**config.mk**
```make
export PLATFORM = sky130hd
export DESIGN_NAME = playbus_arbiter
export DESIGN_NICKNAME = d
export VERILOG_FILES = /design/src/rtl/playbus_arbiter.sv
export SDC_FILE = /design/constraint.sdc
export NUM_CORES = 1
export LEC_CHECK = 0
export BUFFER_PORTS_ARGS = -buffer_cell sky130_fd_sc_hd__buf_2
export CORE_ASPECT_RATIO = 1.2
export CORE_MARGIN = 4
export CORE_UTILIZATION = 58
export DETAILED_ROUTE_END_ITERATION = 8
export PLACE_DENSITY = 0.84
export SLEW_MARGIN = 0
export SYNTH_ARGS = -nofsm -noshare
export SYNTH_HDL_FRONTEND = slang
export SYNTH_SLANG_ARGS = --single-unit
```
**constraint.sdc**
```tcl
create_clock -name clk -period 4.65 [get_ports clk]
set_clock_uncertainty 0.1 [all_clocks]
set_input_delay 0.465 -clock clk [delete_from_list [all_inputs] [get_ports clk]]
set_output_delay 0.465 -clock clk [all_outputs]
set_load 0.05 [all_outputs]
```
**src/rtl/playbus_arbiter.sv**
```systemverilog
// ---------------------------------------------------------------------------
// playbus_arbiter
//
// Three-requester arbiter for the PlayBus control strobes. One requester is
// granted at a time; its latched func code is decoded onto the strobes for
// ACCESS_CYCLES cycles, then a one-cycle done pulse is returned to it.
//
// Build option:
//   PLAYBUS_FIXED_PRIO_EN  defined   -> fixed priority, requester 0 > 1 > 2
//                          undefined -> round-robin from a last-winner pointer
//
// Handshake: a requester raises req[i] with req_func valid in the same cycle.
// The request is sampled only while the arbiter is idle; once gnt[i] rises,
// req and req_func are don't-care until done[i] pulses. The operation runs to
// completion even if req[i] drops. There is no back-pressure on done.
//
// o_dbg_state mirrors the FSM state (0 IDLE, 1 DRIVE, 2 DONE) for checkers.
// ---------------------------------------------------------------------------
module playbus_arbiter #(
   parameter int ACCESS_CYCLES = 2
) (
   input  logic       clk,
   input  logic       n_reset,
   input  logic [2:0] req,
   input  logic [8:0] req_func,
   output logic [2:0] gnt,
   output logic [2:0] done,
   output logic       busy,
   output logic       ROMO,
   output logic       RAMO,
   output logic       RAMW,
   output logic       SWBEN,
   output logic       LEDLTCH,
   output logic [1:0] o_dbg_state
);

   typedef enum logic [1:0] {
      ST_IDLE  = 2'd0,
      ST_DRIVE = 2'd1,
      ST_DONE  = 2'd2
   } state_t;

   // Counter reload value; the counter counts DRIVE cycles remaining minus one.
   localparam logic [3:0] LP_CNT_LOAD = 4'(ACCESS_CYCLES - 1);

   // Strobe vector bit order: {ROMO, RAMO, RAMW, SWBEN, LEDLTCH}
   function automatic logic [4:0] decode_func(input logic [2:0] f);
      logic [4:0] s;
      s = 5'b00000;
      case (f)
         3'd1:    s = 5'b10000;   // ROMO
         3'd2:    s = 5'b01000;   // RAMO
         3'd3:    s = 5'b00110;   // RAMW + SWBEN
         3'd4:    s = 5'b00010;   // SWBEN
         3'd5:    s = 5'b01001;   // RAMO + LEDLTCH
         default: s = 5'b00000;   // 0, 6, 7: no strobe, sequence still runs
      endcase
      return s;
   endfunction

   // Round-robin pick: search starts at ptr+1 and wraps modulo 3.
   // Returns {found, index[1:0]}.
   function automatic logic [2:0] rr_pick(input logic [1:0] ptr,
                                          input logic [2:0] r);
      logic [2:0] res;
      int         idx;
      res = 3'b000;
      for (int k = 0; k < 3; k++) begin
         idx = (int'(ptr) + 1 + k) % 3;
         if (!res[2] && r[idx]) begin
            res = {1'b1, 2'(idx)};
         end
      end
      return res;
   endfunction

   state_t     r_state;
   logic [3:0] r_cnt;
   logic [1:0] r_ptr;
   logic [1:0] r_winner;
   logic [2:0] r_func;
   logic [2:0] r_gnt;
   logic [2:0] r_done;
   logic       r_busy;
   logic [4:0] r_strobe;

   logic       w_found;
   logic [1:0] w_winner;
   logic [2:0] w_sel_func;
   logic [2:0] w_gnt_onehot;

   // Arbitration among current requests (only consumed in IDLE)
   always_comb begin
      w_found  = 1'b0;
      w_winner = 2'd0;
`ifdef PLAYBUS_FIXED_PRIO_EN
      if (req[0]) begin
         w_found  = 1'b1;
         w_winner = 2'd0;
      end else if (req[1]) begin
         w_found  = 1'b1;
         w_winner = 2'd1;
      end else if (req[2]) begin
         w_found  = 1'b1;
         w_winner = 2'd2;
      end
`else
      {w_found, w_winner} = rr_pick(r_ptr, req);
`endif
   end

   // Select the winner's func code and build its one-hot grant
   always_comb begin
      w_sel_func   = 3'd0;
      w_gnt_onehot = 3'b000;
      case (w_winner)
         2'd0: begin
            w_sel_func   = req_func[2:0];
            w_gnt_onehot = 3'b001;
         end
         2'd1: begin
            w_sel_func   = req_func[5:3];
            w_gnt_onehot = 3'b010;
         end
         2'd2: begin
            w_sel_func   = req_func[8:6];
            w_gnt_onehot = 3'b100;
         end
         default: begin
            w_sel_func   = 3'd0;
            w_gnt_onehot = 3'b000;
         end
      endcase
   end

   // Control FSM: IDLE -> DRIVE (ACCESS_CYCLES cycles) -> DONE -> IDLE
   always_ff @(posedge clk) begin
      if (!n_reset) begin
         r_state  <= ST_IDLE;
         r_cnt    <= 4'd0;
         r_ptr    <= 2'd2;
         r_winner <= 2'd0;
         r_func   <= 3'd0;
         r_gnt    <= 3'b000;
         r_done   <= 3'b000;
         r_busy   <= 1'b0;
         r_strobe <= 5'b00000;
      end else begin
         case (r_state)
            ST_IDLE: begin
               r_done   <= 3'b000;
               r_strobe <= 5'b00000;
               if (w_found) begin
                  r_state  <= ST_DRIVE;
                  r_winner <= w_winner;
                  r_func   <= w_sel_func;
                  r_gnt    <= w_gnt_onehot;
                  r_cnt    <= LP_CNT_LOAD;
                  r_busy   <= 1'b1;
                  // Strobes go out in the first DRIVE cycle
                  r_strobe <= decode_func(w_sel_func);
               end
            end

            ST_DRIVE: begin
               if (r_cnt == 4'd0) begin
                  r_state  <= ST_DONE;
                  r_strobe <= 5'b00000;
                  r_done   <= r_gnt;
               end else begin
                  r_cnt    <= r_cnt - 4'd1;
                  // Hold strobes from the latched code, not live req_func
                  r_strobe <= decode_func(r_func);
               end
            end

            ST_DONE: begin
               r_state  <= ST_IDLE;
               r_done   <= 3'b000;
               r_gnt    <= 3'b000;
               r_busy   <= 1'b0;
               r_strobe <= 5'b00000;
               r_ptr    <= r_winner;
            end

            default: begin
               r_state  <= ST_IDLE;
               r_cnt    <= 4'd0;
               r_gnt    <= 3'b000;
               r_done   <= 3'b000;
               r_busy   <= 1'b0;
               r_strobe <= 5'b00000;
            end
         endcase
      end
   end

   assign gnt         = r_gnt;
   assign done        = r_done;
   assign busy        = r_busy;
   assign ROMO        = r_strobe[4];
   assign RAMO        = r_strobe[3];
   assign RAMW        = r_strobe[2];
   assign SWBEN       = r_strobe[1];
   assign LEDLTCH     = r_strobe[0];
   assign o_dbg_state = r_state;

endmodule

```
After elaboration in Yosys (flattened, before gate mapping)
Cells that the tools add are included.
W data, S select, Z words.

storage, ports and cells
  word-level logic and storage cells = 79
  input port bits = 14
  register bits = 25

operators by class
  equality and inequality tests = 17
  $lt $le $gt $ge = 3
  add/sub/neg operators = 4
  divide/modulo/power cells = 3
  bitwise logic cells = 2
  multiplexer cells = 29
  reduce and logical (&&, ||, !) cells = 12

operators by type and width
  kind                     number
  $lt A32 B4 Y1 const B    3
  $mod A32 B3 Y32 const B  3
  $pmux W5 S5              2
  $add A32 B2 Y32 const B  1
  $pmux W3 S3              2
  $eq A3 B2 Y1 const B     4
  $eq A3 B3 Y1 const B     4
  $mux W3                  4
  $pmux W4 S3              1
  $mux W5                  2
  $pmux W5 S2              1
  $mux W4                  2
  $reduce_and A2 Y1        4
  $mux W1                  7
  $bmux W1 S2              3
  $eq A3 B1 Y1 const B     2
  $ne A2 B2 Y1 const B     3
  $pmux W3 S2              1
  $add A3 B2 Y4 const B    1
  $eq A2 B1 Y1 const B     2
  $eq A2 B2 Y1 const B     2
  $logic_not A2 Y1         2
  $logic_not A4 Y1         1
  $mux W2                  2
  8 further kinds          11

Logic depth before layout (Yosys ltp)
Gate-level depths: netlist (run 1).

  depth in word-level cells = 18
  gate-level depth with buffers = 11
  mapped depth without buffers = 9

Least setup slack after synthesis (run 1)
No wires, ideal clock.

  path type = flip-flop to flip-flop
  from = register r_ptr[0]
  to = register r_strobe[1]
  clock period less this slack = 2.743 ns
  buffers on the path = 0
  setup time = 0.062 ns
  arrival time = 2.581 ns
  path slack = 1.907 ns
  stages on the path, launching flop included = 10
  cell sequence = dfxtp_1 -> inv_1 -> ha_1 -> nor2b_4 -> o21a_4 -> nor3_4 -> a21oi_2 -> a222oi_1 -> or4b_1 -> nand3_1

on the way
  cells in the longest elaborated chain, start to end = 18
  elaborated cells on any way between the ends = 34
  classes of those cells = add/sub (3); div (3); eq/ne (7); mux (16); reduce/logical (5)

ends and longest elaborated chain
  what                                                      RTL line  source
  start: declaration                                        79        logic [1:0] r_ptr;
  start signal: assignment                                  183       r_ptr <= r_winner;
  $add A2 B1 Y3 *                                           69        idx = (int'(ptr) + 1 + k) % 3;
  branches (longest 10 deep; another with $add A32 B2 Y32)  n/a
  $mux W3 *                                                 70        if (!res[2] && r[idx]) begin
  $eq A2 B2 Y1, or another cell as far along                116       case (w_winner)
  $pmux W3 S3                                               116
  $eq A3 B3 Y1, or another cell as far along                50        case (f)
  $pmux W5 S5                                               50
  $mux W5 *                                                 153       if (w_found) begin
  $pmux W5 S2 *                                             149       case (r_state)
  end signal: assignment                                    161       r_strobe <= decode_func(w_sel_func);
  end signal: assignment                                    173       r_strobe <= decode_func(r_func);
  end: declaration                                          85        logic [4:0] r_strobe;

Mark *: on every way between the ends. The select of a mux whose other input is x is not followed.
A chain may end at the register's enable or synchronous reset.

Worst setup path after layout (run 1)
Same ends and word-level chain as after synthesis.

==> flow_metrics.env, run 1 <==
export IMPL_status="finished, final reports clean"
export IMPL_syn_inst=161
export IMPL_setup_violations_final=0
export IMPL_cts_resized=0
export IMPL_cp_end_kind="register"
export IMPL_syn_area_per_cell_um2=8.59
export IMPL_clock_sinks=25
export IMPL_drt_total_wl_um=3220
export IMPL_die_x_um=52.6
export IMPL_crit_arrival_ns=3.25
export IMPL_cts_inserted_buffers=3
export IMPL_critical_path_required_ns=4.83
export IMPL_rsz0062_at_grt="no"
export IMPL_drv_slew=0
export IMPL_ys_warn_count=0
export IMPL_worst_setup_path_type="reg2reg"
export IMPL_grt_antenna_before_repair=0
export IMPL_layout_commonest_cell="buf_2"
export IMPL_grt_pass1_vias=1248
export IMPL_yosysUniqueCellTypes=50
export IMPL_p_sw_frac=0.443
export IMPL_nNetsFinal=208
export IMPL_initial_core_util=0.606
export IMPL_maxCapViolations=0
export IMPL_clk_pin_slew_ns=0.13
export IMPL_drive_gt1_frac=0.217
export IMPL_numPortBuffers=27
export IMPL_viasPerCell=5.88
export IMPL_p_comb_frac=0.445
export IMPL_ys_ff_latch=25
export IMPL_synth_flop_cell="dfxtp_1"
export IMPL_ys_seq_area_frac=0.362
export IMPL_overflow=0
export IMPL_grt_use_total=0.220
export IMPL_synth_async_reset_ratio=0
export IMPL_area_growth_pct=13.7
export IMPL_slew_headroom=0.472
export IMPL_diodes=0
export IMPL_core_area_um2=2280
export IMPL_p_leak_uw=0.000682
export IMPL_wire_per_inst_um=14.6
export IMPL_crit_family="compound AO/OA/AOI/OAI gates"
export IMPL_ctsHoldBuffers=0
export IMPL_cts_buffer_depth=2
export IMPL_fp_row_count=19
export IMPL_grt_pass1_wl_um=5330
export IMPL_drc=0
export IMPL_root_buffer="clkbuf_4"
export IMPL_vias=1294
export IMPL_hp_class="in2reg"
export IMPL_fin_util=0.689
export IMPL_hold_viol=0
export IMPL_firstDrtPassIters=4
export IMPL_power_internal_uw=394
export IMPL_die_h_um=61.5
export IMPL_critPathSlowestCell="a222oi_1"
export IMPL_die_area_um2=3230
export IMPL_final_antenna_net_count=0
export IMPL_dpl_hpwl_um=2440
export IMPL_setup_tns_ns=0
export IMPL_cts_tree="yes"
export IMPL_fin_crit_ns=3.07
export IMPL_crit_chain="inv_1 -> ha_1 -> nor2b_4 -> o21a_4 -> nor3_4 -> a21oi_2 -> a222oi_1 -> or4b_1 -> nand3_1"
export IMPL_h_tree_depth=1
export IMPL_crit_buf_inv=1
export IMPL_p_per_area_nw_per_um2=450
export IMPL_crit_fanout=8
export IMPL_syn_num_nets=179
export IMPL_final_cell_mix="buf_2 (27), dfxtp_1 (25), nand2_1 (19), nor2_1 (17), a21oi_1 (12)"
export IMPL_seq_power_share=0.412
export IMPL_gp_congestion=0.841
export IMPL_dr_first_iter_drc_count=31
export IMPL_p_sw_uw=313
export IMPL_crit_path_start_kind="register"
export IMPL_grt_max_degree=18
export IMPL_max_freq_mhz=325
export IMPL_power_frac_clock=0.142
export IMPL_irDropWorstVdd_mv=0.279
export IMPL_cts_setup_buffers=0
export IMPL_io_pins=28
export IMPL_max_stage_delay_ns=0.69
export IMPL_synth_area_um2=1380
export IMPL_clk_latency_ns=0.33
export IMPL_synth_edf_count=0
export IMPL_period_share=0.661
export IMPL_tightest_slew_ns=0.792
-- cells by family after synthesis --
logic type / count (synthesis) / synth area share
AO/OA/AOI/OAI: 40 / 0.218
XOR/XNOR: 1 / 0.00634
adder cells (fa/ha/maj): 4 / 0.0362
buffers and inverters: 10 / 0.0326
flip-flops: 25 / 0.362
multiplexers: 4 / 0.0290
AND/OR/NAND/NOR: 77 / 0.316
-- power groups by stage --
stage                     logic, uW  registers (uW)  clock network, uW
after floorplan                 191             341                  0
after global placement          303             292                  0
after global routing            346             296                110
after CTS                       314             290                104
after detailed placement        312             294                  0
final                           315             291                101
-- metal layers --
layer	track usage	vias to the layer above	routed length [um]
met3	0.0387	8	150
met2	0.394	33	1610
met5	0	-	0
met1	0.244	607	1370
met4	0.128	0	87
li1	-	646	-
-- cell usage after synthesis, drive strengths merged, types with 4 or more instances --
library cell   n  area (um2)
mux2i          4        40.0
nand3b         4        30.0
o21a           4        37.5
nand2         19        71.3
nor2          18        70.1
nor3b          5        37.5
nand3          5        25.0
nor2b          5        38.8
a21oi         13        68.8
dfxtp         25         500
ha             4        50.1
inv            6        22.5
-- registers in the layout, indices dropped and copies added (netlist names) --
signal       cells
r_ptr            2
r_func           3
busy             1
o_dbg_state      2
gnt              3
r_winner         2
r_cnt            4
r_strobe         5
done             3
-- worst paths after layout --
path              startpoint     endpoint  slack (ns)  depth (start not counted)
setup / recovery    r_ptr[0]  r_strobe[1]        1.58                          9
hold / removal       n_reset     r_ptr[1]        0.35                          2
setup reg to reg    r_ptr[0]  r_strobe[1]        1.58                          9
hold reg to reg      done[0]      done[0]        0.36                          2
-- through the flow --
stage	hold slack (ns)	cell area [um2]	total power (uW)	cells	setup WS [ns]
detailed placement	0.348	1540	606	216	1.61
global route	0.357	1570	752	220	1.33
CTS	0.344	1570	707	220	1.59
floorplan	0.358	1380	532	161	1.91
global placement	0.338	1540	595	216	1.73
finish	0.345	1570	707	220	1.58
-- worst reg2reg max path, stage by stage (launching register included) --
cell	delay (ns)
dfxtp_1	0.41
inv_1	0.06
ha_1	0.38
nor2b_4	0.17
o21a_4	0.24
nor3_4	0.27
a21oi_2	0.13
a222oi_1	0.69
or4b_1	0.49
nand3_1	0.09
-- area by class of cell --
cell class	instances	area (um2)
Clock buffer	3	22.5
Clock inverter	1	7.51
Fill cell	209	711
Inverter	6	22.5
Multi-Input combinational cell	126	837
Sequential cell	25	500
Tap cell	31	38.8
Timing Repair Buffer	28	143
(Power assumes the default switching activity.)
==> run 2, diff against run 1 <==
--- a/config.mk
+++ b/config.mk
@@ -8,9 +8,9 @@
 export BUFFER_PORTS_ARGS = -buffer_cell sky130_fd_sc_hd__buf_2
 export CORE_ASPECT_RATIO = 1.2
 export CORE_MARGIN = 4
-export CORE_UTILIZATION = 58
+export CORE_UTILIZATION = 48
 export DETAILED_ROUTE_END_ITERATION = 8
-export PLACE_DENSITY = 0.84
+export PLACE_DENSITY = 0.74
 export SLEW_MARGIN = 0
 export SYNTH_ARGS = -nofsm -noshare
 export SYNTH_HDL_FRONTEND = slang
==> constraint.sdc (replaced) <==
create_clock -name clk -period 2.75 [get_ports clk]
set_clock_uncertainty 0.1 [all_clocks]
set_input_delay 0.275 -clock clk [delete_from_list [all_inputs] [get_ports clk]]
set_output_delay 0.275 -clock clk [all_outputs]
set_load 0.05 [all_outputs]
==> run 2 against run 1 <==
Net effect:
- global-route usage is 2.6 points lower
- die area up 18%
- sequential power is 68% higher
- largest power group unchanged
==> flow_metrics.env, run 2 (synthesis results as in run 1) <==
export IMPL_status="finished, final reports clean"
export IMPL_grt_use_total=0.195
export IMPL_die_h_um=66.8
export IMPL_io_pins=28
export IMPL_drt_total_wl_um=3640
export IMPL_reg2reg_depth=10
export IMPL_grt_max_degree=18
export IMPL_gp_congestion=0.848
export IMPL_firstDrtPassIters=4
export IMPL_tightest_slew_ns=0.540
export IMPL_grt_pass1_wl_um=5890
export IMPL_layout_commonest_cell="buf_2"
export IMPL_grt_antenna_before_repair=0
export IMPL_core_area_um2=2790
export IMPL_critPathLaunch="r_ptr[0]"
export IMPL_setup_violations_final=0
export IMPL_stdcell_count=238
export IMPL_cts_inserted_buffers=3
export IMPL_grt_pass1_vias=1345
export IMPL_crit_arrival_ns=2.88
export IMPL_cp_end_kind="register"
export IMPL_fin_crit_ns=2.72
export IMPL_postLayoutCellArea_um2=1790
export IMPL_p_leak_uw=0.000764
export IMPL_place_area_um2=1630
export IMPL_h_tree_depth=1
export IMPL_p_per_area_nw_per_um2=724
export IMPL_clk_latency_ns=0.32
export IMPL_drive_gt1_frac=0.324
export IMPL_overflow=0
export IMPL_period_share=0.989
export IMPL_setup_tns_ns=0
export IMPL_worst_setup_path_type="reg2reg"
export IMPL_area_growth_pct=29.4
export IMPL_nNetsFinal=223
export IMPL_root_buffer="clkbuf_4"
export IMPL_hold_depth=2
export IMPL_vias=1359
export IMPL_worst_slack_ns=0.0306
export IMPL_crit_fanout=7
export IMPL_irDropWorstVdd_mv=0.432
export IMPL_crit_path_start_kind="register"
export IMPL_critical_path_required_ns=2.91
export IMPL_top_register="r_strobe"
export IMPL_dr_first_iter_drc_count=52
export IMPL_cts_buffer_depth=2
export IMPL_diodes=0
export IMPL_largest_register_ffs=5
export IMPL_r2r_start="r_ptr[0]"
export IMPL_hp_class="in2reg"
export IMPL_p_comb_frac=0.491
export IMPL_wire_per_inst_um=15.3
export IMPL_die_area_um2=3810
export IMPL_initial_core_util=0.496
export IMPL_power_internal_uw=730
export IMPL_clock_sinks=25
export IMPL_maxCapViolations=0
export IMPL_numPortBuffers=27
export IMPL_seq_power_share=0.378
export IMPL_drc=0
export IMPL_max_freq_mhz=368
export IMPL_final_antenna_net_count=0
export IMPL_fp_row_count=21
export IMPL_slew_headroom=0.640
export IMPL_power_frac_clock=0.132
export IMPL_clk_pin_slew_ns=0.14
export IMPL_final_cell_mix="buf_2 (27), dfxtp_1 (23), nand2_1 (19), buf_4 (16), nor2_1 (15)"
export IMPL_cts_tree="yes"
export IMPL_placed_cells=230
export IMPL_die_x_um=57.0
export IMPL_total_power_uw=1300
export IMPL_reg_top3="r_strobe (5), r_cnt (4)"
export IMPL_pre_cts_ws_ns=-0.0395
export IMPL_fillers=259
export IMPL_hold_viol=0
export IMPL_p_sw_frac=0.437
export IMPL_p_sw_uw=566
export IMPL_dpl_hpwl_um=2590
export IMPL_viasPerCell=5.71
export IMPL_drv_slew=0
export IMPL_hp_start="n_reset"
run 2: layout make-up:
cell class	instances	area [um2]	share of cell area
clock buffer	3	22.5	0.0126
timing repair buffer	43	255	0.143
inverter	6	22.5	0.0126
sequential	25	503	0.281
clock inverter	1	7.51	0.00420
multi-input combinational	126	936	0.523
tap	34	42.5	0.0238
run 2: through the flow:
stage / hold WS (ns) / util
global placement: 0.339 / 0.584
floorplan: 0.340 / -
global route: 0.162 / 0.642
detailed placement: 0.355 / 0.584
finish: 0.157 / 0.642
CTS: 0.155 / 0.600
run 2: worst paths after layout:
check / to / slack (ns)
worst max-delay path: r_strobe[4] / 0.03
worst min register to register: done[2] / 0.37
worst max register to register: r_strobe[4] / 0.03
worst min-delay path: r_ptr[1] / 0.16
run 2: critical path, cell delays in order, from the launching register on:
cell and delay, ns:
dfxtp_2 0.35, inv_1 0.06, ha_4 0.31, mux2i_1 0.25, nor2_2 0.11, nor3_4 0.24, a21oi_4 0.09, buf_4 0.15
a221oi_4 0.33, or4b_4 0.51, a21oi_1 0.16
run 2: layer usage:
| layer | GRT usage | up-vias | share of wire |
|---|---|---|---|
| met5 | 0 | - | 0 |
| met4 | 0.0841 | 0 | 0.018 |
| met3 | 0.0252 | 8 | 0.045 |
| met2 | 0.359 | 38 | 0.54 |
| met1 | 0.222 | 640 | 0.39 |
| li1 | - | 673 | - |
run 2: power groups by stage:
stage	Sequential, uW	Clock (uW)	Combinational, uW
finish	490	171	636
global route	502	193	690
CTS	488	175	577
detailed placement	496	0	567
global placement	493	0	556
floorplan	577	0	323
run 2: repair_timing:
item	CTS	global route
gates resized for setup	1	18
hold buffers	0	0
endpoints found under the setup margin	1	6
setup buffers	1	3
pin swaps	1	4
